<file path="src/rtl/demux_seq_pkg.sv">
// demux_seq_pkg: shared types and helpers for the demux select sequencer.
//   CH_NUM       number of demux output channels
//   ch_t         channel index {s1,s0}
//   seq_state_t  sequencer FSM states
//   seq_entry_t  FIFO entry {addr, data}
//   rr_pick      first enabled channel at or after a pointer, with wrap
package demux_seq_pkg;

  localparam int unsigned CH_NUM = 4;

  typedef logic [1:0] ch_t;

  typedef enum logic [0:0] {
    IDLE = 1'b0,
    HOLD = 1'b1
  } seq_state_t;

  typedef struct packed {
    ch_t  addr;
    logic data;
  } seq_entry_t;

  // Returns ptr itself when no channel is enabled; callers qualify with |mask.
  function automatic ch_t rr_pick(ch_t ptr, logic [CH_NUM-1:0] mask);
    ch_t  pick;
    logic found;
    pick  = ptr;
    found = 1'b0;
    for (int unsigned i = 0; i < CH_NUM; i++) begin
      ch_t c;
      c = ptr + ch_t'(i);
      if (!found && mask[c]) begin
        pick  = c;
        found = 1'b1;
      end
    end
    return pick;
  endfunction

endpackage

</file>
<file path="src/rtl/demux_seq_fifo.sv">
// demux_seq_fifo: synchronous FIFO of seq_entry_t.
//   clk, rst_n   clock, asynchronous active-low reset (flushes contents)
//   push, pop    write / read strobes; push while full is accepted only with pop
//   wr_data      entry to write
//   rd_data      head entry (valid when !empty)
//   full, empty  status
//   level        entries stored, 0..DEPTH
module demux_seq_fifo
  import demux_seq_pkg::*;
#(
  parameter int unsigned DEPTH = 4
) (
  input  logic                   clk,
  input  logic                   rst_n,
  input  logic                   push,
  input  logic                   pop,
  input  seq_entry_t             wr_data,
  output seq_entry_t             rd_data,
  output logic                   full,
  output logic                   empty,
  output logic [$clog2(DEPTH):0] level
);

  localparam int unsigned AW = $clog2(DEPTH);

  seq_entry_t      mem [DEPTH];
  logic [AW-1:0]   wr_ptr;
  logic [AW-1:0]   rd_ptr;
  logic            do_push;
  logic            do_pop;

  assign full    = (level == (AW+1)'(DEPTH));
  assign empty   = (level == '0);
  assign do_pop  = pop && !empty;
  assign do_push = push && (!full || do_pop);
  assign rd_data = mem[rd_ptr];

  always_ff @(posedge clk) begin
    if (do_push) mem[wr_ptr] <= wr_data;
  end

  always_ff @(posedge clk or negedge rst_n) begin
    if (!rst_n) begin
      wr_ptr <= '0;
      rd_ptr <= '0;
      level  <= '0;
    end else begin
      if (do_push) wr_ptr <= wr_ptr + 1'b1;
      if (do_pop)  rd_ptr <= rd_ptr + 1'b1;
      case ({do_push, do_pop})
        2'b10:   level <= level + 1'b1;
        2'b01:   level <= level - 1'b1;
        default: level <= level;
      endcase
    end
  end

endmodule

</file>
<file path="src/rtl/demux_sel_sequencer.sv">
// demux_sel_sequencer: buffers 1-bit samples and presents each on d/s1/s0
// for HOLD_CYCLES cycles to drive a 1:4 demux.
//   clk, rst_n   clock, asynchronous active-low reset
//   in_valid     sample offered; accepted when in_valid && in_ready
//   in_ready     FIFO not full
//   in_data      sample bit
//   in_addr      target channel (addressed mode)
//   rr_mode      1 = round-robin channel pointer, 0 = in_addr; sampled at pop
//   ch_mask      channel enables (only with DEMUX_SEQ_MASK_EN)
//   d, s1, s0    registered demux data / selects
//   out_active   a sample is being held
//   fifo_level   entries buffered
// Build option DEMUX_SEQ_MASK_EN adds ch_mask: masked entries are dropped in
// addressed mode, skipped over in round-robin mode.
module demux_sel_sequencer
  import demux_seq_pkg::*;
#(
  parameter int unsigned DEPTH       = 4,
  parameter int unsigned HOLD_CYCLES = 4
) (
  input  logic                   clk,
  input  logic                   rst_n,
  input  logic                   in_valid,
  output logic                   in_ready,
  input  logic                   in_data,
  input  logic [1:0]             in_addr,
  input  logic                   rr_mode,
`ifdef DEMUX_SEQ_MASK_EN
  input  logic [3:0]             ch_mask,
`endif
  output logic                   d,
  output logic                   s1,
  output logic                   s0,
  output logic                   out_active,
  output logic [$clog2(DEPTH):0] fifo_level
);

  localparam int unsigned CW = (HOLD_CYCLES > 1) ? $clog2(HOLD_CYCLES) : 1;

  seq_state_t           state;
  logic [CW-1:0]        cnt;
  ch_t                  rr_ptr;
  seq_entry_t           wr_entry;
  seq_entry_t           head;
  logic                 full;
  logic                 empty;
  logic                 push;
  logic                 pop;
  logic                 start;
  logic [CH_NUM-1:0]    en_mask;
  ch_t                  sel_ch;
  logic                 sel_ok;

`ifdef DEMUX_SEQ_MASK_EN
  assign en_mask = ch_mask;
`else
  assign en_mask = '1;
`endif

  assign in_ready = !full;
  assign push     = in_valid && in_ready;
  assign wr_entry = '{addr: in_addr, data: in_data};

  demux_seq_fifo #(.DEPTH(DEPTH)) u_fifo (
    .clk     (clk),
    .rst_n   (rst_n),
    .push    (push),
    .pop     (pop),
    .wr_data (wr_entry),
    .rd_data (head),
    .full    (full),
    .empty   (empty),
    .level   (fifo_level)
  );

  always_comb begin
    sel_ch = head.addr;
    sel_ok = en_mask[head.addr];
    if (rr_mode) begin
      sel_ch = rr_pick(rr_ptr, en_mask);
      sel_ok = |en_mask;
    end
  end

  // Pop whenever idle or the current hold expires; a popped entry whose
  // channel is disabled is discarded (start stays low).
  assign pop   = !empty && ((state == IDLE) || (cnt == '0));
  assign start = pop && sel_ok;

  always_ff @(posedge clk or negedge rst_n) begin
    if (!rst_n) begin
      state      <= IDLE;
      cnt        <= '0;
      rr_ptr     <= '0;
      d          <= 1'b0;
      s1         <= 1'b0;
      s0         <= 1'b0;
      out_active <= 1'b0;
    end else begin
      if (pop && rr_mode && sel_ok) rr_ptr <= sel_ch + 2'd1;
      if (start) begin
        d          <= head.data;
        {s1, s0}   <= sel_ch;
        out_active <= 1'b1;
        cnt        <= CW'(HOLD_CYCLES - 1);
        state      <= HOLD;
      end else if (state == HOLD) begin
        if (cnt != '0) begin
          cnt <= cnt - 1'b1;
        end else begin
          // Hold expired with nothing to show (FIFO empty or entry dropped);
          // selects keep their last value.
          d          <= 1'b0;
          out_active <= 1'b0;
          state      <= IDLE;
        end
      end
    end
  end

endmodule

</file>
<file path="config.mk">
export PLATFORM = sky130hd
export DESIGN_NAME = demux_sel_sequencer
export DESIGN_NICKNAME = d
export VERILOG_FILES = /design/src/rtl/demux_seq_pkg.sv /design/src/rtl/demux_seq_fifo.sv /design/src/rtl/demux_sel_sequencer.sv
export SDC_FILE = /design/constraint.sdc
export NUM_CORES = 1
export LEC_CHECK = 0
export ABC_CLOCK_PERIOD_IN_PS = 3200
export BUFFER_PORTS_ARGS = -buffer_cell sky130_fd_sc_hd__buf_4
export CORE_MARGIN = 3
export CORE_UTILIZATION = 36
export DETAILED_ROUTE_END_ITERATION = 10
export SLEW_MARGIN = 20
export SYNTH_ARGS = -nofsm -noshare
export SYNTH_HDL_FRONTEND = slang
export SYNTH_HIERARCHICAL = 1
export SYNTH_SLANG_ARGS = --single-unit
</file>
<file path="constraint.sdc">
create_clock -name clk -period 3.2 [get_ports clk]
set_clock_uncertainty 0.2 [all_clocks]
set_input_delay 0.16 -clock clk [delete_from_list [all_inputs] [get_ports clk]]
set_output_delay 0.16 -clock clk [all_outputs]
set_load 0.01 [all_outputs]
</file>
==> impl_results.md <==
- Leak Pwr: 0.6621 nW
- Startpoint class of the critical path: flip-flop
- RR Startpoint: cnt[0]$_DFFE_PN0P_
- Post-synth top area share: 31.31%
- RSZ-0062 raised after global routing: no
- Total CTS buffers: 3
- Max incr delay on CP: 0.39 ns
- Clock power share: 15.6%
- First drt pass iteration count: 4
- Hold Slack: 0.01435 ns
- Sequential share of the synthesized area: 59.49%
- Post-synthesis mux area share: 8.023%
- Reg clk slew, reported paths: 0.14 ns
- Worst r2r path cells: 12
- Syn Area/Cell: 13.60 um2
- Fin crit period: 2.616 ns
- CTS tree: done
- Critical-path cell list: inv_1, ha_1, and2b_4, nor2_2, o21a_4, inv_1, ha_1, inv_1, fa_1, xor2_1, nor2_1, xor2_1
- Area Overhead vs Synth: 21.04%
- Worst EP required: 3.26 ns
- Cell seen most often among critical-path stages: inv_1
- Endpoints failing hold: 0
- Die ar.: 0.004303 mm2
- Top-count cell post-synth: dfrtp_1
- Final setup violation count: 0
- Die width: 65.60 um
- Status: completed
- Post-Synthesis Cells: 94
- Peak supply drop: 0.2622 mV
- Drt wl/cell: 11.86 um
- P per Cell Area: 930.1 mW/mm2
- Synth Area in XOR/XNOR: 5.479%
- Share of layout cells above drive strength 1: 28.21%
- Switching part of the total power: 33.72%
- Resized Gates After CTS: 0
- Cell area after placement: 0.001445 mm2
- Final wirelength: 1933 um
- Gr ovfl total: 0
- Initial drt markers: 22
- Ports: 15
- Maxcap violations: 0
- Number of flops mapped to enable cells by yosys: 12
- Simple-gate share of the synthesized area: 10.18%
- R2R Setup Slk: 0.58 ns
- Hpwl dp: 1502 um
- FF-to-FF End: u_fifo/level[2]$_DFFE_PN0P_
- Synth Warn #: 6
- Final nets: 132
- Routability Congestion: 0.7458
- Critical Path AT: 2.67 ns
- Top cell type by total area after synthesis: dfrtp_1
- Top_reg_cell synth: dfrtp_1
- Compound-cell area share of the yosys netlist: 5.871%
- Synthesized area: 0.001279 mm2
- Least-Margin Pin Slew: 0.2682 ns
- Antenna-violating nets left: 0
- Crit path buf inv count: 3
- Main combinational cell family by area after synthesis: simple AND/OR/NAND/NOR gates
- Adder-Cell Fraction of Synth Area: 7.436%
- Starting density of the core: 37.73%
- DRC viols: 0
- Max Freq: 382.3 MHz
- Setup TNS: 0 ns
- Cell variety after synth: 29
- Vias: 731
- PortBufs: 14
- CTS root buf: clkbuf_4
- Overall routing resource usage: 10.72%
- CP delay by family, top: adder cells
- Critical Path Start: cnt[0]$_DFFE_PN0P_
- Sequential share of power: 43.0%
- Crit path kind: flip-flop to flip-flop
- Internal power: 0.9542 mW
- CP max-delay cell: dfrtp_1
- Slew headroom: 82.12%
- Pre-CTS worst setup slack: 0.6124 ns
- Post-CTS Setup Bufs: 0
- Initial antenna violation count: 0
- Max Root-Sink Buffers: 2
- Post-synth top cells: dfrtp_1, edfxtp_1, inv_1, a21oi_1, ha_1
- DIE HEIGHT: 65.60 um
- First-pass GRT wire length: 3498 um
- H-tree lvl count: 1
- Worst hold-check path type: primary input to async pin
- Combinational share of power: 41.4%
- Final period util: 81.74%
- # diodes: 0
- Core ar.: 0.003390 mm2
- Fin. max-slew vios: 0
- Largest fanout on the critical path: 7
- Largest net degree at the start of global routing: 17
- Synth area leaders: dfrtp_1, edfxtp_1, ha_1
- Post-layout util: 45.66%
- Vias in the first global route: 792
- Worst-Skew Late Latency: 0.32 ns
- Net Sw Power: 0.4854 mW
- Final setup margin: 0.5842 ns
- TritonCTS Sinks: 28
- Finished Layout Cells: 163
- Placed Cells: 154
- Row count: 21
- Total power draw: 1.440 mW
- FFs w/ async S/R, synth: 57.14%
- Register bit count reported by yosys: 28
- Finished Cell Area: 0.001548 mm2
- Vias per cell: 4.485
- Critical Path End Type: flip-flop
- Mapped Nets: 108
==> layout make-up <==
class | instances | area (um2)
clock inverter | 1 | 30.03
fill | 312 | 1842
multi-input combinational | 54 | 473.0
tap | 46 | 57.56
inverter | 11 | 41.29
timing repair buffer | 20 | 162.7
sequential | 28 | 760.7
clock buffer | 3 | 22.52
==> cell families after synthesis <==
group / Yosys count
buffers and inverters: 12
xor gates and xnor gates: 8
DFF: 28
muxes: 6
adders and majority gates: 7
AOI/OAI and AO/OA: 11
and+or+nand+nor: 22
==> power groups by stage <==
stage          Combinational (mW)  Sequential (mW)  Clock (mW)
4_1_cts                     0.610            0.621       0.234
5_1_grt                     0.685            0.639       0.248
3_5_place_dp                0.604            0.629           0
2_1_floorplan               0.428            0.612           0
6_report                    0.596            0.619       0.225
3_3_place_gp                0.587            0.624           0
==> worst max-delay path by stage <==
stage,end,cells after the start
detailed placement,u_fifo/level[2]$_DFFE_PN0P_,11
CTS,u_fifo/level[2]$_DFFE_PN0P_,11
global route,u_fifo/level[2]$_DFFE_PN0P_,11
global placement,u_fifo/level[2]$_DFFE_PN0P_,11
finish,u_fifo/level[2]$_DFFE_PN0P_,12
floorplan,u_fifo/level[2]$_DFFE_PN0P_,10
==> per-layer routing <==
metal,vias up,global-route usage [%],part of all wire [%]
met1,354,13.86,45
met5,-,0,0
met2,11,17.45,53
met4,0,4.663,0
li1,366,-,-
met3,0,2.051,2.2
==> placed cells by master, fill, tap and decap left out, types with 2 or more instances in the layout <==
master         instances
dfrtp_1               16
buf_4                 15
edfxtp_1              12
inv_1                 10
a21oi_1                6
ha_1                   6
nand2_1                5
dlygate4sd3_1          5
xnor2_1                4
xor2_1                 4
and2_2                 4
nor3_1                 3
clkbuf_4               3
mux4_2                 3
nand2b_1               2
mux2i_1                2
nor2_1                 2
==> worst register-to-register path, stage by stage (launching register included) <==
cell     delay [ns]
dfrtp_1        0.39
inv_1          0.05
ha_1           0.21
and2b_4        0.29
nor2_2         0.08
o21a_4         0.25
inv_1          0.06
ha_1           0.18
inv_1          0.06
fa_1           0.38
xor2_1         0.15
nor2_1         0.12
xor2_1         0.15
==> registers in the layout, indices dropped and copies added, names as in the netlist, 2 cells and up <==
register	count
rr_ptr	2
cnt	2
u_fifo/mem	12
u_fifo/rd_ptr	2
u_fifo/wr_ptr	2
u_fifo/level	3
==> repair_timing <==
action                                  CTS  global route
endpoints found under the setup margin    0             0
endpoints found under the hold margin    31             0
hold buffers                              5             0
(Power assumes the default switching activity.)
